### config.mk
export PLATFORM = sky130hd
export DESIGN_NAME = time_zone_offset_bank_flat
export DESIGN_NICKNAME = d
export VERILOG_FILES = /design/src/rtl/time_zone_offset_bank_pkg.sv /design/src/rtl/time_zone_offset_bank_if.sv /design/src/rtl/time_zone_offset_bank_key_repeat.sv /design/src/rtl/time_zone_offset_bank.sv /design/src/flat_wrapper.sv
export SDC_FILE = /design/constraint.sdc
export NUM_CORES = 1
export LEC_CHECK = 0
export ABC_AREA = 1
export BUFFER_PORTS_ARGS = -buffer_cell sky130_fd_sc_hd__buf_2
export CAP_MARGIN = 20
export CORE_MARGIN = 3
export CORE_UTILIZATION = 58
export CTS_BUF_LIST = sky130_fd_sc_hd__clkbuf_2
export DETAILED_ROUTE_END_ITERATION = 8
export PLACE_DENSITY = 0.86
export SKIP_LAST_GASP = 1
export SLEW_MARGIN = 40
export SYNTH_ARGS = -nofsm -noshare
export SYNTH_HDL_FRONTEND = slang
export SYNTH_SLANG_ARGS = --single-unit
### constraint.sdc
create_clock -name clk -period 7.1 [get_ports clk]
set_input_delay 1.42 -clock clk [delete_from_list [all_inputs] [get_ports clk]]
set_output_delay 1.42 -clock clk [all_outputs]
set_load 0.1 [all_outputs]
### src/rtl/time_zone_offset_bank_pkg.sv
// Shared types and field widths for the time-zone offset bank.
package tz_pkg;

   localparam int unsigned HOURS_W = 7;
   localparam int unsigned MIN_W   = 6;
   localparam int unsigned OFF_W   = 11;

   localparam logic [2:0] POS_SIGN    = 3'd0;
   localparam logic [2:0] POS_HOURS   = 3'd1;
   localparam logic [2:0] POS_MINUTES = 3'd2;

   typedef enum logic [1:0] {
      IDLE   = 2'd0,
      DELAY  = 2'd1,
      REPEAT = 2'd2
   } rep_state_t;

   // One stored offset: sign (1 = plus) and magnitude split into hours/minutes
   typedef struct packed {
      logic               sign;
      logic [HOURS_W-1:0] hours;
      logic [MIN_W-1:0]   minutes;
   } zone_t;

endpackage

### src/rtl/time_zone_offset_bank_if.sv
// Front-panel edit inputs and selected-zone offset outputs of the bank.
interface time_zone_offset_bank_if
   import tz_pkg::*;
#(
   parameter int unsigned NUM_ZONES = 4
);
   localparam int unsigned ZW = (NUM_ZONES > 1) ? $clog2(NUM_ZONES) : 1;

   logic                     KeyPlus;
   logic                     KeyMinus;
   logic                     EditMode;
   logic [1:0]               screen;
   logic [2:0]               EditPos;
   logic [ZW-1:0]            ZoneSel;
   logic                     TZPlusMinus;
   logic [HOURS_W-1:0]       TZHours;
   logic [MIN_W-1:0]         TZMinutes;
   logic signed [OFF_W-1:0]  TZOffsetMin;
   logic                     Changed;

   modport master (
      output KeyPlus, KeyMinus, EditMode, screen, EditPos, ZoneSel,
      input  TZPlusMinus, TZHours, TZMinutes, TZOffsetMin, Changed
   );

   modport slave (
      input  KeyPlus, KeyMinus, EditMode, screen, EditPos, ZoneSel,
      output TZPlusMinus, TZHours, TZMinutes, TZOffsetMin, Changed
   );

endinterface

### src/rtl/time_zone_offset_bank_key_repeat.sv
// Per-key synchroniser, falling-edge detect and hold-to-repeat step generator.
module key_repeat
   import tz_pkg::*;
#(
   parameter int unsigned REPEAT_DELAY = 500000,
   parameter int unsigned REPEAT_RATE  = 100000
) (
   input  logic clk,
   input  logic reset,
   input  logic key_n,
   input  logic enable,
   output logic step
);

   localparam int unsigned CNT_MAX = (REPEAT_DELAY > REPEAT_RATE) ? REPEAT_DELAY : REPEAT_RATE;
   localparam int unsigned CNT_W   = $clog2(CNT_MAX + 1);
   localparam logic [CNT_W-1:0] DELAY_LAST = CNT_W'(REPEAT_DELAY - 1);
   localparam logic [CNT_W-1:0] RATE_LAST  = CNT_W'(REPEAT_RATE - 1);

   logic             sync1_q, sync2_q, prev_q;
   logic             held, fall;
   rep_state_t       state_q, state_d;
   logic [CNT_W-1:0] cnt_q, cnt_d;

   // Flops reset to "pressed" so a key held through reset never looks like a new press
   always_ff @(posedge clk or posedge reset) begin
      if (reset) begin
         sync1_q <= 1'b0;
         sync2_q <= 1'b0;
         prev_q  <= 1'b0;
      end else begin
         sync1_q <= key_n;
         sync2_q <= sync1_q;
         prev_q  <= sync2_q;
      end
   end

   assign held = ~sync2_q;
   assign fall = prev_q & ~sync2_q;

   always_ff @(posedge clk or posedge reset) begin
      if (reset) begin
         state_q <= IDLE;
         cnt_q   <= '0;
      end else begin
         state_q <= state_d;
         cnt_q   <= cnt_d;
      end
   end

   always_comb begin
      state_d = state_q;
      cnt_d   = cnt_q;
      if (!enable || !held) begin
         state_d = IDLE;
         cnt_d   = '0;
      end else begin
         unique case (state_q)
            IDLE: begin
               cnt_d = '0;
               if (fall) state_d = DELAY;
            end
            DELAY: begin
               if (cnt_q == DELAY_LAST) begin
                  state_d = REPEAT;
                  cnt_d   = '0;
               end else begin
                  cnt_d = cnt_q + CNT_W'(1);
               end
            end
            REPEAT: begin
               cnt_d = (cnt_q == RATE_LAST) ? '0 : cnt_q + CNT_W'(1);
            end
            default: begin
               state_d = IDLE;
               cnt_d   = '0;
            end
         endcase
      end
   end

   always_comb begin
      step = 1'b0;
      if (enable && held) begin
         unique case (state_q)
            IDLE:    step = fall;
            DELAY:   step = (cnt_q == DELAY_LAST);
            REPEAT:  step = (cnt_q == RATE_LAST);
            default: step = 1'b0;
         endcase
      end
   end

endmodule

### src/rtl/time_zone_offset_bank.sv
// Bank of time-zone offsets edited by Plus/Minus keys; presents the selected zone.
module time_zone_offset_bank
   import tz_pkg::*;
#(
   parameter int unsigned NUM_ZONES    = 4,
   parameter int unsigned MAX_HOURS    = 14,
   parameter int unsigned MIN_STEP     = 15,
   parameter int unsigned TZ_SCREEN    = 2,
   parameter int unsigned REPEAT_DELAY = 500000,
   parameter int unsigned REPEAT_RATE  = 100000
) (
   input logic                   clk,
   input logic                   reset,
   time_zone_offset_bank_if.slave bus
);

   localparam logic [HOURS_W-1:0] MAX_H   = HOURS_W'(MAX_HOURS);
   localparam logic [MIN_W-1:0]   MSTEP   = MIN_W'(MIN_STEP);
   localparam logic [MIN_W-1:0]   MIN_TOP = MIN_W'(60 - MIN_STEP);

   zone_t            zones_q [NUM_ZONES];
   zone_t            cur, nxt;
   logic             changed_q;
   logic             write;
   logic [1:0]       both_q;
   logic             edit_en, enable;
   logic             plus_step, minus_step, any_step;
   logic [OFF_W-1:0] mag;

   // Both-keys-down detect, aligned with the key synchronisers so it blocks the same cycle
   always_ff @(posedge clk or posedge reset) begin
      if (reset) both_q <= 2'b00;
      else       both_q <= {both_q[0], ~bus.KeyPlus & ~bus.KeyMinus};
   end

   assign edit_en = bus.EditMode && (bus.screen == 2'(TZ_SCREEN));
   assign enable  = edit_en && !both_q[1];

   key_repeat #(.REPEAT_DELAY(REPEAT_DELAY), .REPEAT_RATE(REPEAT_RATE)) u_plus (
      .clk    (clk),
      .reset  (reset),
      .key_n  (bus.KeyPlus),
      .enable (enable),
      .step   (plus_step)
   );

   key_repeat #(.REPEAT_DELAY(REPEAT_DELAY), .REPEAT_RATE(REPEAT_RATE)) u_minus (
      .clk    (clk),
      .reset  (reset),
      .key_n  (bus.KeyMinus),
      .enable (enable),
      .step   (minus_step)
   );

   assign any_step = plus_step || minus_step;

   // Step arithmetic on the selected zone, with saturation and zero-sign normalisation
   always_comb begin
      cur = zones_q[bus.ZoneSel];
      nxt = cur;
      if (any_step) begin
         unique case (bus.EditPos)
            POS_SIGN: begin
               if (cur.hours != '0 || cur.minutes != '0) nxt.sign = ~cur.sign;
            end
            POS_HOURS: begin
               if (plus_step) begin
                  if (cur.hours < MAX_H) begin
                     nxt.hours = cur.hours + HOURS_W'(1);
                     if (cur.hours + HOURS_W'(1) == MAX_H) nxt.minutes = '0;
                  end
               end else if (cur.hours != '0) begin
                  nxt.hours = cur.hours - HOURS_W'(1);
               end
            end
            POS_MINUTES: begin
               if (cur.hours == MAX_H)   nxt.minutes = '0;
               else if (plus_step)       nxt.minutes = (cur.minutes >= MIN_TOP) ? '0 : cur.minutes + MSTEP;
               else                      nxt.minutes = (cur.minutes < MSTEP) ? MIN_TOP : cur.minutes - MSTEP;
            end
            default: ;
         endcase
         if (nxt.hours == '0 && nxt.minutes == '0) nxt.sign = 1'b1;
      end
   end

   assign write = any_step && (nxt != cur);

   always_ff @(posedge clk or posedge reset) begin
      if (reset) begin
         for (int i = 0; i < int'(NUM_ZONES); i++) begin
            zones_q[i] <= '{sign: 1'b1, hours: '0, minutes: '0};
         end
         changed_q <= 1'b0;
      end else begin
         changed_q <= write;
         if (write) zones_q[bus.ZoneSel] <= nxt;
      end
   end

   assign mag = OFF_W'(cur.hours) * OFF_W'(60) + OFF_W'(cur.minutes);

   assign bus.TZPlusMinus = cur.sign;
   assign bus.TZHours     = cur.hours;
   assign bus.TZMinutes   = cur.minutes;
   assign bus.TZOffsetMin = cur.sign ? $signed(mag) : -$signed(mag);
   assign bus.Changed     = changed_q;

endmodule
### src/flat_wrapper.sv
// flat-port wrapper written by rule: the top's interface ports become plain ports
module time_zone_offset_bank_flat import tz_pkg::*;
#(
   parameter int unsigned NUM_ZONES    = 4,
   parameter int unsigned MAX_HOURS    = 14,
   parameter int unsigned MIN_STEP     = 15,
   parameter int unsigned TZ_SCREEN    = 2,
   parameter int unsigned REPEAT_DELAY = 500000,
   parameter int unsigned REPEAT_RATE  = 100000
)
  (clk, reset, bus_KeyPlus, bus_KeyMinus, bus_EditMode, bus_screen, bus_EditPos, bus_ZoneSel, bus_TZPlusMinus, bus_TZHours, bus_TZMinutes, bus_TZOffsetMin, bus_Changed);
  time_zone_offset_bank_if #(.NUM_ZONES(NUM_ZONES)) bus_i ();
  input logic clk;
  input logic reset;
  input wire logic [$bits(bus_i.KeyPlus)-1:0] bus_KeyPlus;
  input wire logic [$bits(bus_i.KeyMinus)-1:0] bus_KeyMinus;
  input wire logic [$bits(bus_i.EditMode)-1:0] bus_EditMode;
  input wire logic [$bits(bus_i.screen)-1:0] bus_screen;
  input wire logic [$bits(bus_i.EditPos)-1:0] bus_EditPos;
  input wire logic [$bits(bus_i.ZoneSel)-1:0] bus_ZoneSel;
  output wire logic [$bits(bus_i.TZPlusMinus)-1:0] bus_TZPlusMinus;
  output wire logic [$bits(bus_i.TZHours)-1:0] bus_TZHours;
  output wire logic [$bits(bus_i.TZMinutes)-1:0] bus_TZMinutes;
  output wire logic [$bits(bus_i.TZOffsetMin)-1:0] bus_TZOffsetMin;
  output wire logic [$bits(bus_i.Changed)-1:0] bus_Changed;
  assign bus_i.KeyPlus = bus_KeyPlus;
  assign bus_i.KeyMinus = bus_KeyMinus;
  assign bus_i.EditMode = bus_EditMode;
  assign bus_i.screen = bus_screen;
  assign bus_i.EditPos = bus_EditPos;
  assign bus_i.ZoneSel = bus_ZoneSel;
  assign bus_TZPlusMinus = bus_i.TZPlusMinus;
  assign bus_TZHours = bus_i.TZHours;
  assign bus_TZMinutes = bus_i.TZMinutes;
  assign bus_TZOffsetMin = bus_i.TZOffsetMin;
  assign bus_Changed = bus_i.Changed;
  time_zone_offset_bank #(.NUM_ZONES(NUM_ZONES), .MAX_HOURS(MAX_HOURS), .MIN_STEP(MIN_STEP), .TZ_SCREEN(TZ_SCREEN), .REPEAT_DELAY(REPEAT_DELAY), .REPEAT_RATE(REPEAT_RATE)) u_core (.clk(clk), .reset(reset), .bus(bus_i));
endmodule
==> After elaboration in Yosys (flattened, before gate mapping) <==
Index checks and enable logic that the tools add are counted.
{ "classes": {"n_addsub": 8, "mul": 1, "magnitude_cmp": 5, "eq_ne": 20, "n_mux": 44, "bitwise_logic": 9, "n_reduce_logical": 22} }
{ "ops": {"columns": ["cell", "n"], "rows": [
  ["2-to-1 mux 19 bit", 6],
  ["one-hot mux 19 bit (2 select lines)", 2],
  ["bitwise mux 56 bit", 1],
  ["2-to-1 mux 14 bit", 4],
  ["2-to-1 mux 6 bit", 7],
  ["adder 19 x 1 -> 19 bit (second input constant)", 2],
  ["== test 19 x 17 -> 1 bit (second input constant)", 2],
  ["== test 19 bit (second input constant)", 2],
  ["binary-select mux 14 bit (select 2 bit)", 1],
  ["demux 14 bit (select 2 bit)", 1],
  ["2-to-1 mux 7 bit", 4],
  ["== test 7 x 4 -> 1 bit (second input constant)", 2],
  ["inequality test 14 bit", 1],
  ["2-to-1 mux 13 bit", 1],
  ["2-to-1 mux 2 bit", 6],
  ["inequality test 3 bit (second input constant)", 4],
  ["one-hot mux 2 bit (3 select lines)", 2],
  ["one-hot mux 6 bit (2 select lines)", 1],
  ["adder 11 x 6 -> 11 bit", 1],
  ["2-to-1 mux 11 bit", 1],
  ["negator 11 bit", 1],
  ["multiplier 7 x 4 -> 9 bit (second input constant)", 1],
  ["adder 7 x 1 -> 7 bit (second input constant)", 1],
  ["logical AND 1 bit", 7],
  ["other kinds (27)", 48]
]} }
{ "word_totals": {"ff_bits": 107, "input_bits": 12, "out_inout_bits": 26, "word_cells": 133} }

==> Longest topological paths before layout <==
{ "depth": {"ltp_word": 17, "mapped_depth": 30, "depth_no_buf": 29} }

==> By module <==
A second synthesis with hierarchy kept.
{ "unflattened": {"hier_cells": 1192, "area_unflattened_um2": 8373.0} }
{ "modules_own_cells": {"columns": ["mod", "n_inst", "cells_each", "area_per_inst_um2"], "rows": [
  ["time_zone_offset_bank", 1, 796, 5312.6],
  ["key_repeat", 2, 198, 1530.2]
]} }

==> Worst setup path before layout <==
Ideal clock, no wire load.
{ "synth_timing": {"kind": "in2out", "start": "input port bus_ZoneSel[1]", "end": "output port bus_TZOffsetMin[10]", "t_arrival_ns": 7.391, "required_time_ns": 5.680, "path_slack_ns": -1.711, "path_stages": 19, "n_path_buf": 2, "cell_sequence": "buf_4 -> nor2_1 -> buf_2 -> nand2_1 -> nand2_1 -> nor2_1 -> inv_1 -> fa_1 -> fa_1 -> inv_1 -> fa_1 -> inv_1 -> ha_1 -> inv_1 -> o31ai_1 -> nor3b_1 -> xor2_1 -> a31oi_1 -> xor2_1"} }
{ "synth_via": {"elab_chain_cells": 8} }
{ "synth_lines": {"columns": ["item", "line", "source"], "rows": [
  ["start: declaration", "flat_wrapper.sv:20", "input wire logic [$bits(bus_i.ZoneSel)-1:0] bus_ZoneSel;"],
  ["inverter 2 -> 3 bit (not written as such) (*)", "time_zone_offset_bank.sv:59", "cur = zones_q[bus.ZoneSel];"],
  ["binary-select mux 14 bit (select 2 bit) (*)", "time_zone_offset_bank.sv:59", null],
  ["2-to-1 mux 14 bit (not written as such) (*) (2 in a row)", "time_zone_offset_bank.sv:59", null],
  ["named net bus_TZHours[1]", "flat_wrapper.sv:22", "output wire logic [$bits(bus_i.TZHours)-1:0] bus_TZHours;"],
  ["multiplier 7 x 4 -> 9 bit (*)", "time_zone_offset_bank.sv:101", "assign mag = OFF_W'(cur.hours) * OFF_W'(60) + OFF_W'(cur.minutes);"],
  ["adder 11 x 6 -> 11 bit (*)", "time_zone_offset_bank.sv:101", null],
  ["negator 11 bit", "time_zone_offset_bank.sv:106", "assign bus.TZOffsetMin = cur.sign ? $signed(mag) : -$signed(mag);"],
  ["2-to-1 mux 11 bit (*)", "time_zone_offset_bank.sv:106", null],
  ["end: declaration", "flat_wrapper.sv:24", "output wire logic [$bits(bus_i.TZOffsetMin)-1:0] bus_TZOffsetMin;"]
]} }
Mark *: on every way through the listed nets, which the timed path passes. The rest lies on a longest branch. The select of a mux whose other input is x is not followed.

==> Final worst setup path <==
{ "layout_timing": {"start": "input port bus_ZoneSel[0]", "end": "output port bus_TZOffsetMin[7]"} }
{ "layout_via": {"elab_chain_cells": 8} }
{ "layout_lines": {"columns": ["item", "line"], "rows": [
  ["inverter 2 -> 3 bit (not written as such) (*)", "time_zone_offset_bank.sv:59"],
  ["binary-select mux 14 bit (select 2 bit) (*)", "time_zone_offset_bank.sv:59"],
  ["2-to-1 mux 14 bit (not written as such) (*) (2 in a row)", "time_zone_offset_bank.sv:59"],
  ["multiplier 7 x 4 -> 9 bit", "time_zone_offset_bank.sv:101"],
  ["adder 11 x 6 -> 11 bit", "time_zone_offset_bank.sv:101"],
  ["negator 11 bit", "time_zone_offset_bank.sv:106"],
  ["2-to-1 mux 11 bit (*)", "time_zone_offset_bank.sv:106"]
]} }
Mark *: on every way between the ends. The rest lies on a longest branch, timed or not. The select of a mux whose other input is x is not followed.

==> qor.txt <==
=================================================================================
Outcome                                                              finished, final reports clean
Number of CTS-inserted buffers                                                  9
RePlAce Congestion                                                         0.9588
Fraction of layout cells with a size suffix above 1                        0.1304
Syn_nets                                                                     1205
Area of the die                                                         15170 um2
Clk_skew                                                                 29.00 ps
Switching power as a share of total power                                  0.3118
Via total after detailed routing                                             7628
Biggest fanout along the worst timing path                                      5
Global-route wire length before repair                                   32.80 mm
Classification of the worst setup path                                     in2out
Via count of the first global-routing pass                                   6957
Clock group share of total power                                            0.259
Placed Cells                                                                 1345
Worst endpoint data arrival time                                          5680 ps
Leak Pwr                                                                 4.619 nW
Chip Width                                                               123.2 um
Top-area cell type share of the netlist area                               0.3238
Max clock buf depth                                                             2
Post-synth EDFFs                                                                0
Distinct cells, synth                                                          43
Synth cell count leaders                                             385 x sky130_fd_sc_hd__nand2_1, 146 x sky130_fd_sc_hd__nand3_1, 109 x sky130_fd_sc_hd__inv_1
Yosys warnings                                                                  0
Avg Vias per Cell                                                           5.588
Detailed-router iteration count before antenna repair                           6
CTS H-tree depth                                                                3
Peak clock frequency supported by timing                               0.1409 GHz
Std-Cell Core Area                                                      13350 um2
Syn Area/Cell                                                           7.001 um2
Hold Crit Class                                                           reg2reg
Total wire length after detailed routing                                 20.37 mm
Post-route cell area                                                     8887 um2
Min setup slack post-route                                               1.562 ps
DRT antenna net count                                                           0
Max-cap violations                                                              0
Detailed Route Iter0 Violations                                               881
Min Clock Period, post-route                                              7098 ps
FF-to-FF Start                                                       u_core.u_plus.cnt_q[0]$_DFF_PP0_
Std-Cell Rows                                                                  42
Dpl cell area                                                            8594 um2
Count of final setup violators                                                  0
Relative contribution of sequential cells to total power                    0.575
Crit start category                                                    input port
Port Buffer Count                                                              37
Final Net Count                                                              1252
CTS clk-pin slew, worst paths                                              260 ps
Remaining Overflow, GRT                                                         0
Int Power                                                               0.7411 mW
Final period utilization                                                   0.9998
Area Overhead vs Synth                                                     11.65%
Type of destination of the critical path                             primary output
Worst setup path start                                               bus_ZoneSel[0]
DP Worst Slack                                                          -69.78 ps
Power per standard cell area                                         121.2 nW/um2
Combined global-route utilization of all metal layers                      0.2683
Largest cells by area after synthesis                                sky130_fd_sc_hd__dfrtp_1 32%, sky130_fd_sc_hd__nand2_1 18%, sky130_fd_sc_hd__nand3_1 9.2%, sky130_fd_sc_hd__ha_1 6.9%, sky130_fd_sc_hd__inv_1 5.1%
Share of synthesized registers carrying an async set or reset               1.000
Number of instances in the synthesized netlist                               1137
Slew at the pin closest to its max-slew limit                            784.6 ps
Number of antenna violations at the first check in global routing               0
Die Span Y                                                               123.2 um
Beginning of the worst hold path                                     u_core.u_minus.sync1_q$_DFF_PP0_
Mapped Area                                                              7960 um2
Total DRC errors in the routed layout                                           0
Number of synthesized register bits                                           107
Combinational Power Share                                                   0.166
Top FF cell, synth                                                   sky130_fd_sc_hd__dfrtp_1
Count of pins over their slew limit                                             0
Maximum number of pins on one net before global-route repair                   72
Starting density of the core                                               0.5964
Clock latency at the later pin of the worst-skew pair                      590 ps
Max IR drop VDD                                                      0.00008867 V
Routed length per placed instance                                        14.92 um
Library cell occupying the most area in the post-synthesis netlist   sky130_fd_sc_hd__dfrtp_1
Most frequent cell after synthesis                                   sky130_fd_sc_hd__nand2_1
Number of antenna repair diodes                                                 0
Hold Vio Cnt, Final                                                             0
Ports                                                                          38
CTS Root Cell                                                        sky130_fd_sc_hd__clkbuf_2
Final Non-Filler Cells                                                       1365
Post-synthesis sequential area ratio                                       0.3370
Headroom to the max-slew limit                                             0.4754
CTS tree                                                                     done
Required time reported for the critical path endpoint                     5680 ps
Clock sink count                                                              107
Net Sw Power                                                            0.3358 mW
Placed wire-length estimate after detailed placement                     14.45 mm
=================================================================================
## power by group through the flow
| stage | Sequential, mW | Combinational [mW] | Clock [mW] |
|---|---|---|---|
| 3_5_place_dp | 0.629 | 0.173 | 0 |
| 6_report | 0.619 | 0.179 | 0.279 |
| 2_1_floorplan | 0.633 | 0.129 | 0 |
| 5_1_grt | 0.620 | 0.192 | 0.311 |
| 4_1_cts | 0.619 | 0.173 | 0.286 |
| 3_3_place_gp | 0.629 | 0.170 | 0 |
## cell type report
type / instances / area (um2)
Timing Repair Buffer: 69 / 531.8
Multi-Input combinational cell: 879 / 4881
Inverter: 118 / 459.2
Clock buffer: 9 / 45.04
Tap cell: 176 / 220.2
Clock inverter: 7 / 67.56
Sequential cell: 107 / 2683
Fill cell: 1143 / 4461
## stage by stage
step,utilization,hold WS [ps],power [mW],setup TNS (ps)
floorplan,-,331.2,0.7626,-3048
global placement,0.6436,337.9,0.7993,0
detailed placement,0.6439,334.7,0.8016,-99.03
CTS,0.6531,401.5,1.079,-44.54
global route,0.6658,419.0,1.123,-435.9
finish,0.6658,393.9,1.077,0
## layer usage
layer | track usage | part of all wire
met4 | 0.06851 | 0.018
met2 | 0.4237 | 0.48
met5 | 0 | 0
met1 | 0.3754 | 0.43
met3 | 0.06221 | 0.072
## critical path, cell delays in order
cell                         delay (ps)
sky130_fd_sc_hd__clkbuf_4           180
sky130_fd_sc_hd__inv_4               60
sky130_fd_sc_hd__nand2_1             70
sky130_fd_sc_hd__inv_2               40
sky130_fd_sc_hd__nand2_1             60
sky130_fd_sc_hd__nand2_2             60
sky130_fd_sc_hd__nor2_4             140
sky130_fd_sc_hd__clkinvlp_4         110
sky130_fd_sc_hd__fa_2               450
sky130_fd_sc_hd__fa_1               570
sky130_fd_sc_hd__inv_1               90
sky130_fd_sc_hd__fa_1               520
sky130_fd_sc_hd__inv_2               50
sky130_fd_sc_hd__ha_4               290
sky130_fd_sc_hd__inv_2               60
sky130_fd_sc_hd__o31ai_4            240
sky130_fd_sc_hd__xor2_2             210
sky130_fd_sc_hd__inv_1              130
sky130_fd_sc_hd__nor3_4             160
sky130_fd_sc_hd__nor2_1              80
sky130_fd_sc_hd__xor2_1             290
sky130_fd_sc_hd__clkinvlp_4         200
sky130_fd_sc_hd__buf_12             190
## sequential cells by signal, indices dropped and copies added, names as in the netlist
signal	count
u_core.u_minus.prev_q	1
u_core.u_minus.state_q	2
u_core.u_plus.sync2_q	1
u_core.u_minus.cnt_q	19
u_core.u_plus.prev_q	1
u_core.u_minus.sync1_q	1
u_core.u_minus.sync2_q	1
u_core.zones_q	56
u_core.bus.Changed	1
u_core.u_plus.sync1_q	1
u_core.u_plus.cnt_q	19
u_core.both_q	2
u_core.u_plus.state_q	2
## timing repair
action,4_1_cts,5_1_grt
setup buffers,0,4
hold buffers,0,0
gates resized for setup,2,23
endpoints found under the setup margin,2,4
cloned,0,0
pin swaps,0,11
## placed cells by master (no fill, tap or decap), types with 3 or more instances in the layout
| cell | n |
|---|---|
| sky130_fd_sc_hd__dfrtp_1 | 103 |
| sky130_fd_sc_hd__nor4_1 | 3 |
| sky130_fd_sc_hd__a21oi_2 | 3 |
| sky130_fd_sc_hd__nand2_1 | 380 |
| sky130_fd_sc_hd__xor2_2 | 4 |
| sky130_fd_sc_hd__a21oi_1 | 17 |
| sky130_fd_sc_hd__ha_4 | 3 |
| sky130_fd_sc_hd__buf_4 | 29 |
| sky130_fd_sc_hd__nor2_1 | 97 |
| sky130_fd_sc_hd__ha_1 | 41 |
| sky130_fd_sc_hd__a211oi_1 | 3 |
| sky130_fd_sc_hd__or2_2 | 4 |
| sky130_fd_sc_hd__clkinvlp_4 | 4 |
| sky130_fd_sc_hd__nor2_4 | 4 |
| sky130_fd_sc_hd__buf_2 | 29 |
| sky130_fd_sc_hd__nor2_2 | 6 |
| sky130_fd_sc_hd__inv_1 | 103 |
| sky130_fd_sc_hd__dfstp_2 | 4 |
| sky130_fd_sc_hd__nand3_1 | 146 |
| sky130_fd_sc_hd__inv_2 | 8 |
| sky130_fd_sc_hd__clkbuf_2 | 9 |
| sky130_fd_sc_hd__nand4_1 | 19 |
| sky130_fd_sc_hd__xnor2_1 | 11 |
| sky130_fd_sc_hd__o21ai_0 | 23 |
| sky130_fd_sc_hd__buf_12 | 6 |
| sky130_fd_sc_hd__xor2_4 | 3 |
| sky130_fd_sc_hd__nor3b_1 | 5 |
| sky130_fd_sc_hd__xor2_1 | 24 |
| sky130_fd_sc_hd__nand3b_1 | 4 |
| sky130_fd_sc_hd__clkinv_1 | 4 |
| sky130_fd_sc_hd__a22oi_1 | 3 |
| sky130_fd_sc_hd__nand2_2 | 14 |
| sky130_fd_sc_hd__nor3_1 | 26 |
| sky130_fd_sc_hd__buf_6 | 3 |
| sky130_fd_sc_hd__fa_1 | 11 |
## path summary, 6_finish.rpt
path / end / depth (start not counted) / slack, ps
min in group asynchronous: u_core.zones_q[32]$_DFFE_PP0P_ / 2 / 800
max reg2reg: u_core.zones_q[7]$_DFFE_PP0P_ / 19 / 2660
max: bus_TZOffsetMin[7] / 23 / 2
min reg2reg: u_core.u_minus.sync2_q$_DFF_PP0_ / 0 / 390
min: u_core.u_minus.sync2_q$_DFF_PP0_ / 0 / 390
max in group asynchronous: u_core.zones_q[35]$_DFFE_PP0P_ / 3 / 5320
## cells by family (layout without fill, tap and decap cells)
group                      after synthesis  count (layout)  synth area share
xor gates and xnor gates                43              43           0.04731
buffers and inverters                  151             203           0.08236
adders and majority gates               56              56           0.09934
and+or+nand+nor                        717             717            0.3887
AOI/OAI and AO/OA                       63              63           0.04527
DFF                                    107             107            0.3370
Note: power is estimated with default switching activity, not from simulation.
